<file path="config.mk">
export PLATFORM = sky130hd
export DESIGN_NAME = uart_tx_arbiter
export DESIGN_NICKNAME = d
export VERILOG_FILES = /design/src/rtl/uart_tx_arbiter.sv
export SDC_FILE = /design/constraint.sdc
export NUM_CORES = 1
export LEC_CHECK = 0
export BUFFER_PORTS_ARGS = -buffer_cell sky130_fd_sc_hd__buf_2
export CAP_MARGIN = 20
export CORE_MARGIN = 10
export CORE_UTILIZATION = 42
export CTS_CLUSTER_DIAMETER = 40
export CTS_CLUSTER_SIZE = 30
export DETAILED_ROUTE_END_ITERATION = 7
export GPL_TIMING_DRIVEN = 0
export HOLD_SLACK_MARGIN = 0.12
export PLACE_DENSITY = 0.73
export SLEW_MARGIN = 20
export SYNTH_ARGS = -nofsm -noshare
export SYNTH_HDL_FRONTEND = slang
export SYNTH_SLANG_ARGS = --single-unit
export TNS_END_PERCENT = 30
</file>
<file path="constraint.sdc">
create_clock -name clk -period 1.6 [get_ports clk]
set_input_delay 0.32 -clock clk [delete_from_list [all_inputs] [get_ports clk]]
set_output_delay 0.32 -clock clk [all_outputs]
set_load 0.03 [all_outputs]
</file>
<file path="src/rtl/uart_tx_arbiter.sv">
// uart_tx_arbiter: packet-granular round-robin sharing of one UART byte transmitter
// among NUM_REQ valid/ready requesters, with optional release of a stalled grantee.
`default_nettype none

module uart_tx_arbiter #(
  parameter int NUM_REQ      = 2,
  parameter int IDLE_TIMEOUT = 1024
) (
  input  logic                 clk,
  input  logic                 rst_n,
  input  logic [NUM_REQ-1:0]   i_req_valid,
  input  logic [8*NUM_REQ-1:0] i_req_data,
  input  logic [NUM_REQ-1:0]   i_req_last,
  output logic [NUM_REQ-1:0]   o_req_ready,
  output logic                 o_tx_valid,
  output logic [7:0]           o_tx_data,
  input  logic                 i_tx_ready,
  output logic [NUM_REQ-1:0]   o_grant,
  output logic                 o_busy
);

  localparam int PW = (NUM_REQ > 1) ? $clog2(NUM_REQ) : 1;
  localparam int CW = (IDLE_TIMEOUT > 0) ? $clog2(IDLE_TIMEOUT + 1) : 1;
  localparam logic [PW-1:0] c_PTR_INIT = PW'(NUM_REQ - 1);
  localparam logic [CW-1:0] c_CNT_LAST = (IDLE_TIMEOUT > 0) ? CW'(IDLE_TIMEOUT - 1) : '0;

  typedef enum logic [0:0] {
    S_IDLE   = 1'b0,
    S_LOCKED = 1'b1
  } state_t;

  state_t             r_state, w_state_nxt;
  logic [NUM_REQ-1:0] r_grant, w_grant_nxt;
  logic [PW-1:0]      r_gidx,  w_gidx_nxt;
  logic [PW-1:0]      r_ptr,   w_ptr_nxt;
  logic [CW-1:0]      r_cnt,   w_cnt_nxt;

  logic               w_found;
  logic [PW-1:0]      w_win;
  logic               w_sel_valid;
  logic               w_sel_last;
  logic [7:0]         w_sel_data;
  logic               w_xfer;

  function automatic logic [PW-1:0] wrap_idx(input int base, input int off);
    int s;
    s = base + off;
    if (s >= NUM_REQ) s = s - NUM_REQ;
    return PW'(s);
  endfunction

  // Scan starts just after the last served requester, so it gets lowest priority next.
  always_comb begin
    w_found = 1'b0;
    w_win   = '0;
    for (int i = 1; i <= NUM_REQ; i++) begin
      if (!w_found && i_req_valid[wrap_idx(int'(r_ptr), i)]) begin
        w_found = 1'b1;
        w_win   = wrap_idx(int'(r_ptr), i);
      end
    end
  end

  assign w_sel_valid = i_req_valid[r_gidx];
  assign w_sel_last  = i_req_last[r_gidx];
  assign w_sel_data  = i_req_data[8*int'(r_gidx) +: 8];
  assign w_xfer      = (r_state == S_LOCKED) && w_sel_valid && i_tx_ready;

  always_ff @(posedge clk or negedge rst_n) begin
    if (!rst_n) begin
      r_state <= S_IDLE;
      r_grant <= '0;
      r_gidx  <= '0;
      r_ptr   <= c_PTR_INIT;
      r_cnt   <= '0;
    end else begin
      r_state <= w_state_nxt;
      r_grant <= w_grant_nxt;
      r_gidx  <= w_gidx_nxt;
      r_ptr   <= w_ptr_nxt;
      r_cnt   <= w_cnt_nxt;
    end
  end

  always_comb begin
    w_state_nxt = r_state;
    w_grant_nxt = r_grant;
    w_gidx_nxt  = r_gidx;
    w_ptr_nxt   = r_ptr;
    w_cnt_nxt   = r_cnt;
    o_tx_valid  = 1'b0;
    o_tx_data   = 8'h00;
    o_req_ready = '0;

    case (r_state)
      S_IDLE: begin
        w_cnt_nxt = '0;
        if (w_found) begin
          w_state_nxt        = S_LOCKED;
          w_grant_nxt        = '0;
          w_grant_nxt[w_win] = 1'b1;
          w_gidx_nxt         = w_win;
        end
      end
      S_LOCKED: begin
        o_tx_valid          = w_sel_valid;
        o_tx_data           = w_sel_data;
        o_req_ready[r_gidx] = i_tx_ready & w_sel_valid;
        if (w_sel_valid) begin
          w_cnt_nxt = '0;
          if (w_xfer && w_sel_last) begin
            w_state_nxt = S_IDLE;
            w_grant_nxt = '0;
            w_ptr_nxt   = r_gidx;
          end
        end else if (IDLE_TIMEOUT > 0) begin
          // The cycle that would bring the count to IDLE_TIMEOUT releases the grant.
          if (r_cnt == c_CNT_LAST) begin
            w_state_nxt = S_IDLE;
            w_grant_nxt = '0;
            w_ptr_nxt   = r_gidx;
            w_cnt_nxt   = '0;
          end else begin
            w_cnt_nxt = r_cnt + 1'b1;
          end
        end
      end
      default: begin
        w_state_nxt = S_IDLE;
        w_grant_nxt = '0;
      end
    endcase
  end

  assign o_grant = r_grant;
  assign o_busy  = (r_state == S_LOCKED);

endmodule

`default_nettype wire

</file>
==> out/metrics.csv <==
stage;metric;value;unit
sta;Sum Neg Setup Slack;-0.644;ns
placed_design;Port Buf Inserts;36;
synthesis;leading area contributor after synthesis;dfrtp_1;
sta;Tcrit/Tclk final;106;%
synthesis;Gate Count Post-Synth;99;
finish;most common cell after layout, fill and taps aside;buf_2;
clock_tree;Max Root-Sink Buffers;2;
clock_tree;H-tree depth;1;
setup_path;RR Startpoint;r_gidx$_DFFE_PN0P_;
worst_hold_path;worst min path class;in -> reg;
floorplan;Die X;67.4;um
setup_path;crit end category;output port;
finish;final net count;172;
synthesis;Synth top area share;39.7;%
floorplan;top-level I/O count;37;
finish;share of layout cells above drive strength 1;44.2;%
synthesis;post-synthesis sequential area ratio;42.5;%
sta;min Tclk post-route;1.69;ns
outcome;status;complete, but fails checks;
routing;DR iter-0 viols;82;
global_routing;GRT Overall Usage;10.7;%
sta;max-slew violations;0;
floorplan;Starting Density;43.5;%
pwr;P_leak;0.699;nW
sta;Final Hold Slack;0.338;ns
setup_path;r2r setup slk;-0.05;ns
setup_path;CP arrival;1.37;ns
synthesis;syn nets;123;
clock_tree;Num CTS Buffers;3;
clock_tree;Worst-path clk slew;0.10;ns
placed_design;Setup WS pre-CTS;-0.188;ns
routing;WL/cell;14.7;um
synthesis;synth top area cells;dfrtp_1 40%, mux2i_1 9.5%, nor2_1 8.3%;
setup_path;Reg2Reg Capture Point;r_ptr$_DFFE_PN1P_;
synthesis;Syn. warnings;0;
setup_path;R2R depth;7;
global_routing;pin count of the biggest net entering global routing;17;
routing;Pre-antenna DRT Iters;4;
run;Max Cap Violations;0;
synthesis;dominant synthesized flop cell;dfrtp_1;
setup_path;CP required;1.28;ns
synthesis;Seq cells post-synth;16;
global_routing;GR Overflow Total;0;
synthesis;share of synthesized registers carrying an async set or reset;100;%
floorplan;die footprint;4550;um2
sta;Worst Tran Pin Value;0.396;ns
pwr;maximum VDD drop;0.729;mV
sta;Final Hold Viols;0;
sta;Max Freq;0.591;GHz
pwr;PD cells;1520;nW/um2
placed_design;RePlAce Congestion;0.800;
floorplan;die height;67.4;um
global_routing;first-pass GRT wire length;3.86;mm
global_routing;vias in the first global route;880;
global_routing;initial antenna violation count;0;
worst_hold_path;Hold Path Depth;2;
sta;skew final;0.00743;ns
synthesis;synthesized area;945;um2
finish;Core Util, Final;64.3;%
setup_path;crit start category;register;
finish;synth-to-layout area growth;47.7;%
synthesis;Mean Syn Cell Area;9.54;um2
routing;Final ANT Viol Nets;0;
finish;commonest cells after routing, fill and taps aside;25 x buf_2, 21 x nor2_1, 15 x dfrtp_1, 15 x buf_4, 8 x mux2i_1;
setup_path;WS Path Type;reg -> out;
sta;RSZ-0062 raised after global routing;yes;
clock_tree;Clk Tree Root Cell;clkbuf_4;
routing;final wirelength;2.58;mm
floorplan;row count;17;
synthesis;EDFF count, synth;0;
routing;DR vias;894;
synthesis;Synth cell types;29;
sta;Rel. slew slack;73.4;%
floorplan;core box area;2170;um2
placed_design;detailed placement HPWL;1.78;mm
sta;Setup violations, final;12;
routing;DR vias/cell;5.11;
worst_hold_path;Hold Path Origin;i_req_valid[1];
finish;Ant. Diodes;0;
setup_path;Worst Path Max Fanout;5;
outcome;failing checks;setup timing;
clock_tree;Worst-Skew Late Latency;0.29;ns
pwr;Tot Pwr;2.13;mW
clock_tree;CTS tree;yes;
routing;DRC viols;0;
sta;Final WS setup;-0.0933;ns
worst_hold_path;WHS Endpoint;o_busy$_DFF_PN0_;
clock_tree;clock sinks;16;
cell families (layout without fill, tap and decap cells):
kind of cell | after synthesis | in the layout | share of synthesized area [%]
simple gates | 44 | 44 | 21.9
flops | 16 | 16 | 42.5
compound gates | 12 | 12 | 11.1
mux | 11 | 11 | 13.1
buf+inv | 8 | 56 | 3.57
xor+xnor | 7 | 7 | 6.49
fa+ha+maj | 1 | 1 | 1.32
worst max-delay path, stage by stage (launching register included):
cell,delay (ns)
dfrtp_1,0.37
buf_6,0.15
buf_8,0.13
mux2i_1,0.20
nor2_1,0.07
buf_4,0.17
report_power, final:
part           leakage, nW  internal, mW  switching [mW]
Combinational        0.467         0.617           0.683
Sequential           0.210         0.489          0.0661
Clock               0.0210         0.139           0.133
Total                0.699          1.24           0.882
worst max-delay path by stage:
stage,from,endpoint,cells past startpoint
6_report,r_gidx$_DFFE_PN0P_,o_tx_data[6],5
3_5_place_dp,r_cnt[0]$_DFF_PN0_,o_grant[0]$_DFFE_PN0P_,5
4_1_cts,r_gidx$_DFFE_PN0P_,o_tx_valid,4
3_3_place_gp,r_cnt[0]$_DFF_PN0_,o_grant[0]$_DFFE_PN0P_,5
2_1_floorplan,o_busy$_DFF_PN0_,o_tx_data[0],3
5_1_grt,r_gidx$_DFFE_PN0P_,o_tx_data[4],5
cell type report:
class                   instances  area [um2]
plain buffers                   3        37.5
clock buffers                   4        36.3
fillers                       166         774
inverters                       5        23.8
multi-input cells              75         567
flip-flops and latches         16         402
well taps                      28        35.0
repair buffers                 44         294
routing by layer:
metal / up-vias / wire length [um] / part of all wire [%] / GRT usage (%)
li1: 439 / - / - / -
met3: 0 / 234 / 9.1 / 5.12
met1: 429 / 1030 / 40 / 11.2
met4: 0 / 0 / 0 / 2.31
met5: - / 0 / 0 / 0
met2: 26 / 1320 / 51 / 19.0
repair_timing:
action	CTS	global route
setup endpoints to repair	15	14
gates resized for setup	20	11
hold buffers	1	0
buffers inserted	3	3
hold endpoints to repair	15	0
pin swaps	2	3
gates cloned	1	0
cells in the mapped netlist (2+ instances only):
cell type and n:
nand3_1 4, nand2_1 6, nor3_1 7, o21ai_0 3, xor2_1 4, xnor2_1 3, a21oi_1 2, mux2i_1 9
dfrtp_1 15, inv_1 4, nor2_1 21, buf_2 3, nand4_1 2
stage by stage:
stage / instances / instance area [um2]
2_1_floorplan: 99 / 950
3_3_place_gp: 163 / 1160
3_5_place_dp: 163 / 1160
4_1_cts: 172 / 1320
5_1_grt: 175 / 1400
6_report: 175 / 1400
state kept, by name (all words and copies together), names as in the netlist:
| name | flops |
|---|---|
| o_busy | 1 |
| r_gidx | 1 |
| o_grant | 2 |
| r_cnt | 11 |
| r_ptr | 1 |
(Power assumes the default switching activity.)
